===== src/rtl/dimm_cmd_decoder.sv =====
// -----------------------------------------------------------------------------
// dimm_cmd_decoder
//
// Purpose:
//   Samples the DRAM command pins on every rising edge of the command clock,
//   decodes the command, tracks the IDLE/ACTIVE state and open row of every
//   bank, and flags protocol violations. Every output is registered, so a
//   command sampled on edge N shows up on the outputs right after edge N.
//
// Optional feature (macro DIMM_CMD_DEC_TIMING_CHECK_EN):
//   When defined, per-bank tRCD/tRP counters and a global tRFC counter are
//   built in and err_timing reports spacing violations. When undefined, the
//   counters do not exist and err_timing is held at 0.
//
// Ports:
//   clk                     command clock (DRAM ck), rising-edge sampling
//   rst                     asynchronous active-high reset
//   cke, cs_n, ras_n,
//   cas_n, we_n             DRAM command pins
//   ba   [BA_WIDTH]         bank address
//   addr [ADDR_WIDTH]       row/column address, addr[10] is A10
//   cmd_valid               one-cycle strobe for a decoded non-NOP command
//   cmd_code [3]            0 MRS,1 REF,2 PRE,3 PREA,4 ACT,5 WR,6 RD,7 ILLEGAL
//   cmd_ba, cmd_addr        captured ba/addr of the strobed command
//   cmd_ap                  auto-precharge flag (A10) on RD/WR
//   bank_open [NUM_BANKS]   1 = bank ACTIVE (row open)
//   cmd_row                 open row of the addressed bank on RD/WR
//   err_state, err_timing   one-cycle violation pulses
//   err_cnt [16]            saturating count of cycles with any violation
// -----------------------------------------------------------------------------
module dimm_cmd_decoder #(
    parameter int  BA_WIDTH   = 3,
    parameter int  ADDR_WIDTH = 16,
    parameter int  T_RCD      = 4,
    parameter int  T_RP       = 4,
    parameter int  T_RFC      = 32,
    localparam int NUM_BANKS  = 2 ** BA_WIDTH
) (
    input  logic                  clk,
    input  logic                  rst,
    input  logic                  cke,
    input  logic                  cs_n,
    input  logic                  ras_n,
    input  logic                  cas_n,
    input  logic                  we_n,
    input  logic [BA_WIDTH-1:0]   ba,
    input  logic [ADDR_WIDTH-1:0] addr,
    output logic                  cmd_valid,
    output logic [2:0]            cmd_code,
    output logic [BA_WIDTH-1:0]   cmd_ba,
    output logic [ADDR_WIDTH-1:0] cmd_addr,
    output logic                  cmd_ap,
    output logic [NUM_BANKS-1:0]  bank_open,
    output logic [ADDR_WIDTH-1:0] cmd_row,
    output logic                  err_state,
    output logic                  err_timing,
    output logic [15:0]           err_cnt
);

    typedef enum logic [2:0] {
        CMD_MRS     = 3'd0,
        CMD_REF     = 3'd1,
        CMD_PRE     = 3'd2,
        CMD_PREA    = 3'd3,
        CMD_ACT     = 3'd4,
        CMD_WR      = 3'd5,
        CMD_RD      = 3'd6,
        CMD_ILLEGAL = 3'd7
    } cmd_e;

    typedef enum logic {
        BANK_IDLE   = 1'b0,
        BANK_ACTIVE = 1'b1
    } bank_state_e;

    // Bank state and open-row registers
    bank_state_e           bank_state_q [NUM_BANKS];
    bank_state_e           bank_state_d [NUM_BANKS];
    logic [ADDR_WIDTH-1:0] row_q        [NUM_BANKS];
    logic [ADDR_WIDTH-1:0] row_d        [NUM_BANKS];

    // Registered outputs
    logic                  cmd_valid_q,  cmd_valid_d;
    logic [2:0]            cmd_code_q,   cmd_code_d;
    logic [BA_WIDTH-1:0]   cmd_ba_q,     cmd_ba_d;
    logic [ADDR_WIDTH-1:0] cmd_addr_q,   cmd_addr_d;
    logic                  cmd_ap_q,     cmd_ap_d;
    logic [ADDR_WIDTH-1:0] cmd_row_q,    cmd_row_d;
    logic                  err_state_q,  err_state_d;
    logic                  err_timing_q, err_timing_d;
    logic [15:0]           err_cnt_q,    err_cnt_d;

    // Decode / check intermediates
    logic                  cmd_hit;
    cmd_e                  code;
    logic                  sel_open;
    logic                  any_open;
    logic                  state_viol;
    logic                  timing_viol;
    logic [ADDR_WIDTH-1:0] open_row;

    always_comb begin
        for (int i = 0; i < NUM_BANKS; i++) begin
            bank_open[i] = (bank_state_q[i] == BANK_ACTIVE);
        end
    end

    // Command decode, bank FSM next state and state-rule checking
    always_comb begin
        cmd_hit      = 1'b0;
        code         = CMD_MRS;
        sel_open     = (bank_state_q[ba] == BANK_ACTIVE);
        any_open     = |bank_open;
        state_viol   = 1'b0;
        open_row     = '0;
        bank_state_d = bank_state_q;
        row_d        = row_q;

        if (cke && !cs_n) begin
            case ({ras_n, cas_n, we_n})
                3'b000:  code = CMD_MRS;
                3'b001:  code = CMD_REF;
                3'b010:  code = addr[10] ? CMD_PREA : CMD_PRE;
                3'b011:  code = CMD_ACT;
                3'b100:  code = CMD_WR;
                3'b101:  code = CMD_RD;
                3'b110:  code = CMD_ILLEGAL;
                default: code = CMD_MRS;
            endcase
            // 111 is NOP: not strobed
            cmd_hit = ({ras_n, cas_n, we_n} != 3'b111);
        end

        if (cmd_hit) begin
            case (code)
                CMD_MRS, CMD_REF: begin
                    // mode-register writes and refresh need every bank closed
                    state_viol = any_open;
                end
                CMD_PRE: begin
                    // precharging an already idle bank is legal and harmless
                    bank_state_d[ba] = BANK_IDLE;
                end
                CMD_PREA: begin
                    for (int i = 0; i < NUM_BANKS; i++) begin
                        bank_state_d[i] = BANK_IDLE;
                    end
                end
                CMD_ACT: begin
                    // a second ACT keeps the bank on its original row
                    if (sel_open) begin
                        state_viol = 1'b1;
                    end else begin
                        bank_state_d[ba] = BANK_ACTIVE;
                        row_d[ba]        = addr;
                    end
                end
                CMD_WR, CMD_RD: begin
                    if (!sel_open) begin
                        state_viol = 1'b1;
                    end else begin
                        // row reported is the one open before this command
                        open_row = row_q[ba];
                        if (addr[10]) begin
                            bank_state_d[ba] = BANK_IDLE;
                        end
                    end
                end
                default: begin
                    state_viol = 1'b1;
                end
            endcase
        end
    end

`ifdef DIMM_CMD_DEC_TIMING_CHECK_EN
    // Each counter is loaded with T-1 on its starting command and counts down
    // to 0; a non-zero value when a dependent command arrives means fewer than
    // T cycles have passed since the starting command was sampled.
    localparam int RCD_W = (T_RCD > 1) ? $clog2(T_RCD) : 1;
    localparam int RP_W  = (T_RP  > 1) ? $clog2(T_RP)  : 1;
    localparam int RFC_W = (T_RFC > 1) ? $clog2(T_RFC) : 1;
    localparam logic [RCD_W-1:0] RCD_LOAD = RCD_W'(T_RCD - 1);
    localparam logic [RP_W-1:0]  RP_LOAD  = RP_W'(T_RP - 1);
    localparam logic [RFC_W-1:0] RFC_LOAD = RFC_W'(T_RFC - 1);

    logic [RCD_W-1:0] rcd_q [NUM_BANKS];
    logic [RCD_W-1:0] rcd_d [NUM_BANKS];
    logic [RP_W-1:0]  rp_q  [NUM_BANKS];
    logic [RP_W-1:0]  rp_d  [NUM_BANKS];
    logic [RFC_W-1:0] rfc_q;
    logic [RFC_W-1:0] rfc_d;

    always_comb begin
        timing_viol = 1'b0;
        rfc_d       = (rfc_q != '0) ? rfc_q - RFC_W'(1) : '0;
        for (int i = 0; i < NUM_BANKS; i++) begin
            rcd_d[i] = (rcd_q[i] != '0) ? rcd_q[i] - RCD_W'(1) : '0;
            rp_d[i]  = (rp_q[i]  != '0) ? rp_q[i]  - RP_W'(1)  : '0;
            // tRCD starts only on an ACT that actually opened the bank
            if (bank_state_q[i] == BANK_IDLE && bank_state_d[i] == BANK_ACTIVE) begin
                rcd_d[i] = RCD_LOAD;
            end
            // tRP starts on any PRE/PREA aimed at the bank, or on the
            // auto-precharge that closed it
            if ((cmd_hit && (code == CMD_PREA ||
                             (code == CMD_PRE && ba == BA_WIDTH'(i)))) ||
                (bank_state_q[i] == BANK_ACTIVE && bank_state_d[i] == BANK_IDLE)) begin
                rp_d[i] = RP_LOAD;
            end
        end
        if (cmd_hit && code == CMD_REF) begin
            rfc_d = RFC_LOAD;
        end

        if (cmd_hit) begin
            if (rfc_q != '0) begin
                timing_viol = 1'b1;
            end
            if ((code == CMD_RD || code == CMD_WR) && rcd_q[ba] != '0) begin
                timing_viol = 1'b1;
            end
            if (code == CMD_ACT && rp_q[ba] != '0) begin
                timing_viol = 1'b1;
            end
        end
    end

    always_ff @(posedge clk or posedge rst) begin
        if (rst) begin
            for (int i = 0; i < NUM_BANKS; i++) begin
                rcd_q[i] <= '0;
                rp_q[i]  <= '0;
            end
            rfc_q <= '0;
        end else begin
            rcd_q <= rcd_d;
            rp_q  <= rp_d;
            rfc_q <= rfc_d;
        end
    end
`else
    assign timing_viol = 1'b0;
`endif

    // Output register next values; qualified fields read 0 when no command
    always_comb begin
        cmd_valid_d  = cmd_hit;
        cmd_code_d   = cmd_hit ? code : 3'd0;
        cmd_ba_d     = cmd_hit ? ba   : '0;
        cmd_addr_d   = cmd_hit ? addr : '0;
        cmd_ap_d     = cmd_hit && (code == CMD_RD || code == CMD_WR) && addr[10];
        cmd_row_d    = open_row;
        err_state_d  = state_viol;
        err_timing_d = timing_viol;
        err_cnt_d    = err_cnt_q;
        // both kinds of violation in one cycle still count once
        if ((state_viol || timing_viol) && err_cnt_q != 16'hFFFF) begin
            err_cnt_d = err_cnt_q + 16'd1;
        end
    end

    always_ff @(posedge clk or posedge rst) begin
        if (rst) begin
            for (int i = 0; i < NUM_BANKS; i++) begin
                bank_state_q[i] <= BANK_IDLE;
                row_q[i]        <= '0;
            end
            cmd_valid_q  <= 1'b0;
            cmd_code_q   <= 3'd0;
            cmd_ba_q     <= '0;
            cmd_addr_q   <= '0;
            cmd_ap_q     <= 1'b0;
            cmd_row_q    <= '0;
            err_state_q  <= 1'b0;
            err_timing_q <= 1'b0;
            err_cnt_q    <= 16'd0;
        end else begin
            bank_state_q <= bank_state_d;
            row_q        <= row_d;
            cmd_valid_q  <= cmd_valid_d;
            cmd_code_q   <= cmd_code_d;
            cmd_ba_q     <= cmd_ba_d;
            cmd_addr_q   <= cmd_addr_d;
            cmd_ap_q     <= cmd_ap_d;
            cmd_row_q    <= cmd_row_d;
            err_state_q  <= err_state_d;
            err_timing_q <= err_timing_d;
            err_cnt_q    <= err_cnt_d;
        end
    end

    assign cmd_valid  = cmd_valid_q;
    assign cmd_code   = cmd_code_q;
    assign cmd_ba     = cmd_ba_q;
    assign cmd_addr   = cmd_addr_q;
    assign cmd_ap     = cmd_ap_q;
    assign cmd_row    = cmd_row_q;
    assign err_state  = err_state_q;
    assign err_timing = err_timing_q;
    assign err_cnt    = err_cnt_q;

endmodule


===== config.mk =====
export PLATFORM = sky130hd
export DESIGN_NAME = dimm_cmd_decoder
export DESIGN_NICKNAME = d
export VERILOG_FILES = /design/src/rtl/dimm_cmd_decoder.sv
export SDC_FILE = /design/constraint.sdc
export NUM_CORES = 1
export LEC_CHECK = 0
export BUFFER_PORTS_ARGS = -buffer_cell sky130_fd_sc_hd__buf_4
export CORE_MARGIN = 5
export CORE_UTILIZATION = 23
export CTS_CLUSTER_DIAMETER = 60
export DETAILED_ROUTE_END_ITERATION = 16
export GPL_TIMING_DRIVEN = 0
export PLACE_DENSITY_LB_ADDON = 0.05
export SYNTH_ARGS = -nofsm -noshare
export SYNTH_HDL_FRONTEND = slang
export SYNTH_SLANG_ARGS = --single-unit

===== constraint.sdc =====
create_clock -name clk -period 15.5 [get_ports clk]
set_input_delay 0 -clock clk [delete_from_list [all_inputs] [get_ports clk]]
set_output_delay 0 -clock clk [all_outputs]
set_load 0.02 [all_outputs]

==> impl_metrics.ini, run 1 <==
[clocking]
cts_resized = 0
cts.sink_count = 193
cts_max_level = 4
numCtsBuffers = 17
clockRootBuffer = clkbuf_16
tritoncts = yes
clock_tree.buffer_depth = 2
clock_latency_ns = 0.45
ctsHoldBuffers = 23
clkSlewWorstSetupHoldPaths_ns = 0.07
cts_setup_buffers = 0

[synth]
synthSimpleGateAreaFrac = 0.0910
synthMuxAreaShare = 0.208
synth_ff_type = dfrtp_1
syn_inst = 591
ys_types = 48
synthXorXnorAreaFrac = 0.0144
avgSynthCellArea_sq_um = 14.4
syn_area_sq_um = 8500
synth-edff-count = 0
synth_async_sr_flop_share = 1.00
yosysTopAreaCell = dfrtp_1
yosys.area_share.adder = 0.00147
synth_top_family_by_area = multiplexers
synthesis.nets = 618
ys_ff_latch = 193
ys_top_cells_by_area = dfrtp_1 (57%), mux2_4 (13%), mux2_2 (7.7%), a22oi_1 (2.8%), nand2_8 (1.9%)
yosysWarnings = 0
synth_top_area_share = 0.568
yosysSeqAreaShare = 0.568
synth_compound_area_frac = 0.0936

[cells_and_area]
ff_latch_area_sq_um = 4830
syn_to_final_growth_pct = 25.5
mostFrequentLayoutCells = dfrtp_1 (193), buf_4 (90), mux2_4 (72), mux2_2 (58), a22oi_1 (32)
diodes = 0
fillCellCount = 3708
nNetsFinal = 751
final_common_cell = dfrtp_1
drive_gt1_frac = 0.387
multiInputGateArea_sq_um = 3480

[route]
drtIter0Drc = 235
wl_per_cell_um = 22.1
drtPass1Iterations = 4
drcViolationCount = 0
finalWirelength_mm = 26.6
viasPerCell = 4.53
routed-via-count = 5453
antenna_left = 0

[sta]
finalHoldViolations = 0
clock_skew_ns = 0.00882
max_freq_mhz = 346
period_needed_ns = 2.89
slew_viol_final = 0
grt_setup_unrepaired = false
worst-slew-pin-transition_ns = 1.40
slew_headroom = 0.0634
setup_violations = 0
post-route-period-util = 0.186
fin_tns_setup_ns = 0
whs_ns = 0.0441

[run_status]
outcome = complete, no violations

[power_and_ir_drop]
p_per_area_nw_per_um2 = 112
ir_worst_vdd_mv = 0.0760
p_leak_nw = 5.12

[die]
start_util = 0.233
rows = 70
io_pins = 92
core_sq_um = 36500
die_h_um = 202
dieArea_sq_um = 40900
die_w_um = 202

[global_routing]
grt_first_pass_wirelength_mm = 40.3
grtUsageTotal = 0.132
grt_overflow = 0
grt_pass1_vias = 5895
grt_max_degree = 110
antenna_found_initial = 0

[critical_path]
cp.arrival_ns = 3.24
end_kind = register
worstPathRequired_ns = 15.85
path_max_fanout = 10
critPathKind = input port to register
critPathLaunchType = input port

[flow_run]
cap_violations = 0

[worst_hold_path]
hp-class = input port to register

[placement]
post-dp-hpwl_mm = 16.9
place.gp.congestion = 0.738
portBuffers = 89
==> synth_stat cells (all sizes together) (2+ instances only) <==
cell type / instances
inv: 4
a211oi: 3
o22ai: 2
mux2: 130
nand2: 29
nor3b: 3
buf: 13
xnor2: 10
a31oi: 20
a221oi: 16
nor2b: 3
nand4: 5
o21ai: 10
clkbuf: 16
nor2: 15
and2: 23
nand2b: 2
xor2: 4
nand3: 9
nor3: 5
a22o: 16
and3: 8
a22oi: 32
mux2i: 3
dfrtp: 193
or4: 2
and4: 4
==> worst paths after layout <==
kind / start / end / slack [ns] / cells after the start
max in group asynchronous: rst / cmd_addr[14] / 14.30 / 4
worst max register to register: bank_open[7] / cmd_row[7] / 12.93 / 6
worst max-delay path: ba[2] / cmd_row[14] / 12.61 / 7
worst min register to register: err_cnt[6] / err_cnt[6] / 0.50 / 1
worst min-delay path: we_n / cmd_code[1] / 0.04 / 3
min in group asynchronous: rst / cmd_addr[1] / 0.21 / 3
==> through the flow <==
step	cell area, sq um	setup slack (ns)	utilization	cells	total power, mW
final	10700	12.61	0.292	1205	1.19
after global routing	10700	12.46	0.292	1205	1.25
after global placement	9750	7.73	0.267	1148	0.719
after floorplan	8500	10.24	-	591	0.662
after detailed placement	9800	12.37	0.268	1149	0.725
after CTS	10700	12.49	0.292	1204	1.21
==> registers in the layout, indices dropped and copies added, names as in the netlist <==
name,count
cmd_ba,3
bank_open,8
cmd_code,3
row_q,128
cmd_valid,1
cmd_ap,1
err_state,1
err_cnt,16
cmd_addr,16
cmd_row,16
==> routing by layer <==
layer	wire [um]	GRT usage
met1	12700	0.184
met2	12700	0.213
met3	966	0.0252
met4	349	0.0356
met5	0	0
==> area by class of cell <==
type	instances	area share
sequential	193	0.453
multi-input combinational	365	0.326
timing repair buffer	114	0.0878
tap	468	0.0549
clock buffer	17	0.0399
clock inverter	15	0.0192
buffer	29	0.0172
inverter	4	0.00211
==> power breakdown <==
group | internal [mW] | total (mW) | switching, mW | leakage [nW]
clock network | 0.260 | 0.477 | 0.217 | 0.301
logic | 0.0702 | 0.148 | 0.0774 | 2.20
registers | 0.542 | 0.569 | 0.0276 | 2.63
==> critical path: stages <==
cell           delay (ns)
dlygate4sd3_1        0.54
buf_4                0.15
nand2b_1             0.18
nor2_1               1.01
clkbuf_1             0.82
a221oi_1             0.24
a31oi_1              0.28
==> cells by family (layout without fill, tap and decap cells) <==
family                   after synthesis  after routing
AO/OA/AOI/OAI                        104            104
XOR/XNOR                              14             14
adder cells (fa/ha/maj)                1              1
buffers and inverters                 33            179
flip-flops                           193            193
multiplexers                         133            133
other                                  1              1
AND/OR/NAND/NOR                      112            112
(Power assumes the default switching activity.)
==> run 2, diff against run 1 <==
clock period = 2.45 ns   (was 15.5 ns; I/O delays follow)
==> impl_metrics.ini, run 2 (synthesized netlist as in run 1, its figures left out) <==
[run_status]
outcome = complete, no violations

[cells_and_area]
fin_util = 0.295
largest_reg_flops = 128
mostFrequentLayoutCells = dfrtp_1 (193), buf_4 (90), mux2_4 (72), mux2_2 (58), a22oi_1 (32)
nNetsFinal = 756
syn_to_final_growth_pct = 26.6
diodes = 0
stdcell_area_sq_um = 10800
drive_gt1_frac = 0.396
largest_register = row_q
final_common_cell = dfrtp_1

[clocking]
cts_max_level = 4
numCtsBuffers = 17
clock_tree.buffer_depth = 2
clockRootBuffer = clkbuf_16
tritoncts = yes
cts.sink_count = 193
clkSlewWorstSetupHoldPaths_ns = 0.07
clock_latency_ns = 0.44

[critical_path]
cp.arrival_ns = 2.68
crit_top_cell = clkbuf_1
critPathLaunchType = input port
cp_top_family = buffers and inverters
cp_slowest_cell = clkbuf_1
worstPathRequired_ns = 2.78
slowest_delay_ns = 0.78
end_kind = register
reg2reg_slack_ns = 0.16
crit_buf_inv = 5
critPathKind = input port to register
path_max_fanout = 10
worstPathCellList = buf_4 -> buf_2 -> inv_1 -> and3_1 -> clkbuf_1 -> clkbuf_1 -> a22oi_1 -> a31oi_1

[sta]
period_needed_ns = 2.35
grt_setup_unrepaired = false
max_freq_mhz = 425
finalHoldViolations = 0
post-route-period-util = 0.961
worst-slew-pin-transition_ns = 1.02
slew_viol_final = 0
setup_violations = 0
clock_skew_ns = 0.00851
slew_headroom = 0.313

[placement]
post-dp-hpwl_mm = 17.3
placed_area_sq_um = 9880
place.gp.congestion = 0.724
portBuffers = 89

[power_and_ir_drop]
p_leak_nw = 5.16
switching_share = 0.261
p_seq_frac = 0.479
pwr-share-clk = 0.394
p_per_area_nw_per_um2 = 698
ir_worst_vdd_mv = 0.504
switchingPower_mw = 1.96
comb_power_share = 0.127
p_total_mw = 7.52
p_int_mw = 5.55

[route]
finalWirelength_mm = 26.7
viasPerCell = 4.55
wl_per_cell_um = 22.1
antenna_left = 0
drtIter0Drc = 232
drcViolationCount = 0
routed-via-count = 5508
drtPass1Iterations = 6

[global_routing]
grt_overflow = 0
grt_pass1_vias = 5862
antenna_found_initial = 1
grtUsageTotal = 0.133
grt_first_pass_wirelength_mm = 40.4
grt_max_degree = 42

[die]
rows = 70
start_util = 0.233
dieArea_sq_um = 40900
die_h_um = 202
die_w_um = 202
io_pins = 92
core_sq_um = 36500

[worst_hold_path]
hp-class = input port to register

[flow_run]
cap_violations = 0
[run 2: tightest hold or removal path, stage by stage]
cell and delay, ns:
buf_4 0.11, buf_2 0.20, and2_1 0.16
[run 2: timing repair]
action                     4_1_cts  5_1_grt
hold endpoints to repair       167        0
hold buffers                    23        0
buffers inserted                 1        0
pin swaps                        1        0
cloned                           0        0
gates resized for setup          3        3
setup endpoints to repair       26        8
[run 2: power by group through the flow]
| stage | clock network, mW | registers (mW) | logic, mW |
|---|---|---|---|
| after floorplan | 0 | 3.70 | 0.492 |
| after global placement | 0 | 3.65 | 0.902 |
| after detailed placement | 0 | 3.66 | 0.942 |
| after CTS | 3.10 | 3.60 | 0.979 |
| after global routing | 3.20 | 3.63 | 1.05 |
| final | 2.96 | 3.60 | 0.954 |
[run 2: layout make-up]
class	count	area, sq um
plain buffers	29	185
clock buffers	20	457
clock inverters	12	156
fillers	3736	25800
inverters	4	18.8
multi-input cells	365	3500
flip-flops and latches	193	4830
well taps	468	586
repair buffers	119	1030
[run 2: metrics by stage]
step / std cells / TNS (ns) / worst slack, ns / hold WS, ns
finish: 1210 / 0 / 0.0967 / 0.0706
global route: 1210 / 0 / 0.00236 / 0.0781
CTS: 1210 / 0 / 0.0345 / 0.0304
detailed placement: 1154 / -10.53 / -0.719 / 0.182
global placement: 1148 / -278.86 / -1.39 / 0.291
floorplan: 591 / -7.80 / -0.0404 / 0.129
[run 2: routing by layer]
metal	track usage	routed length, um
met4	0.0366	320
met5	0	0
met3	0.0237	749
met1	0.185	13000
met2	0.212	12700
[run 2: final timing paths]
| kind | from | to | cells past startpoint |
|---|---|---|---|
| worst min register to register | err_cnt[14] | err_cnt[14] | 1 |
| max in group asynchronous | rst | row_q[29] | 5 |
| worst max register to register | bank_open[6] | err_cnt[8] | 7 |
| min in group asynchronous | rst | cmd_addr[2] | 3 |
| worst min-delay path | ba[0] | cmd_ba[0] | 3 |
| worst max-delay path | ba[0] | cmd_row[0] | 8 |
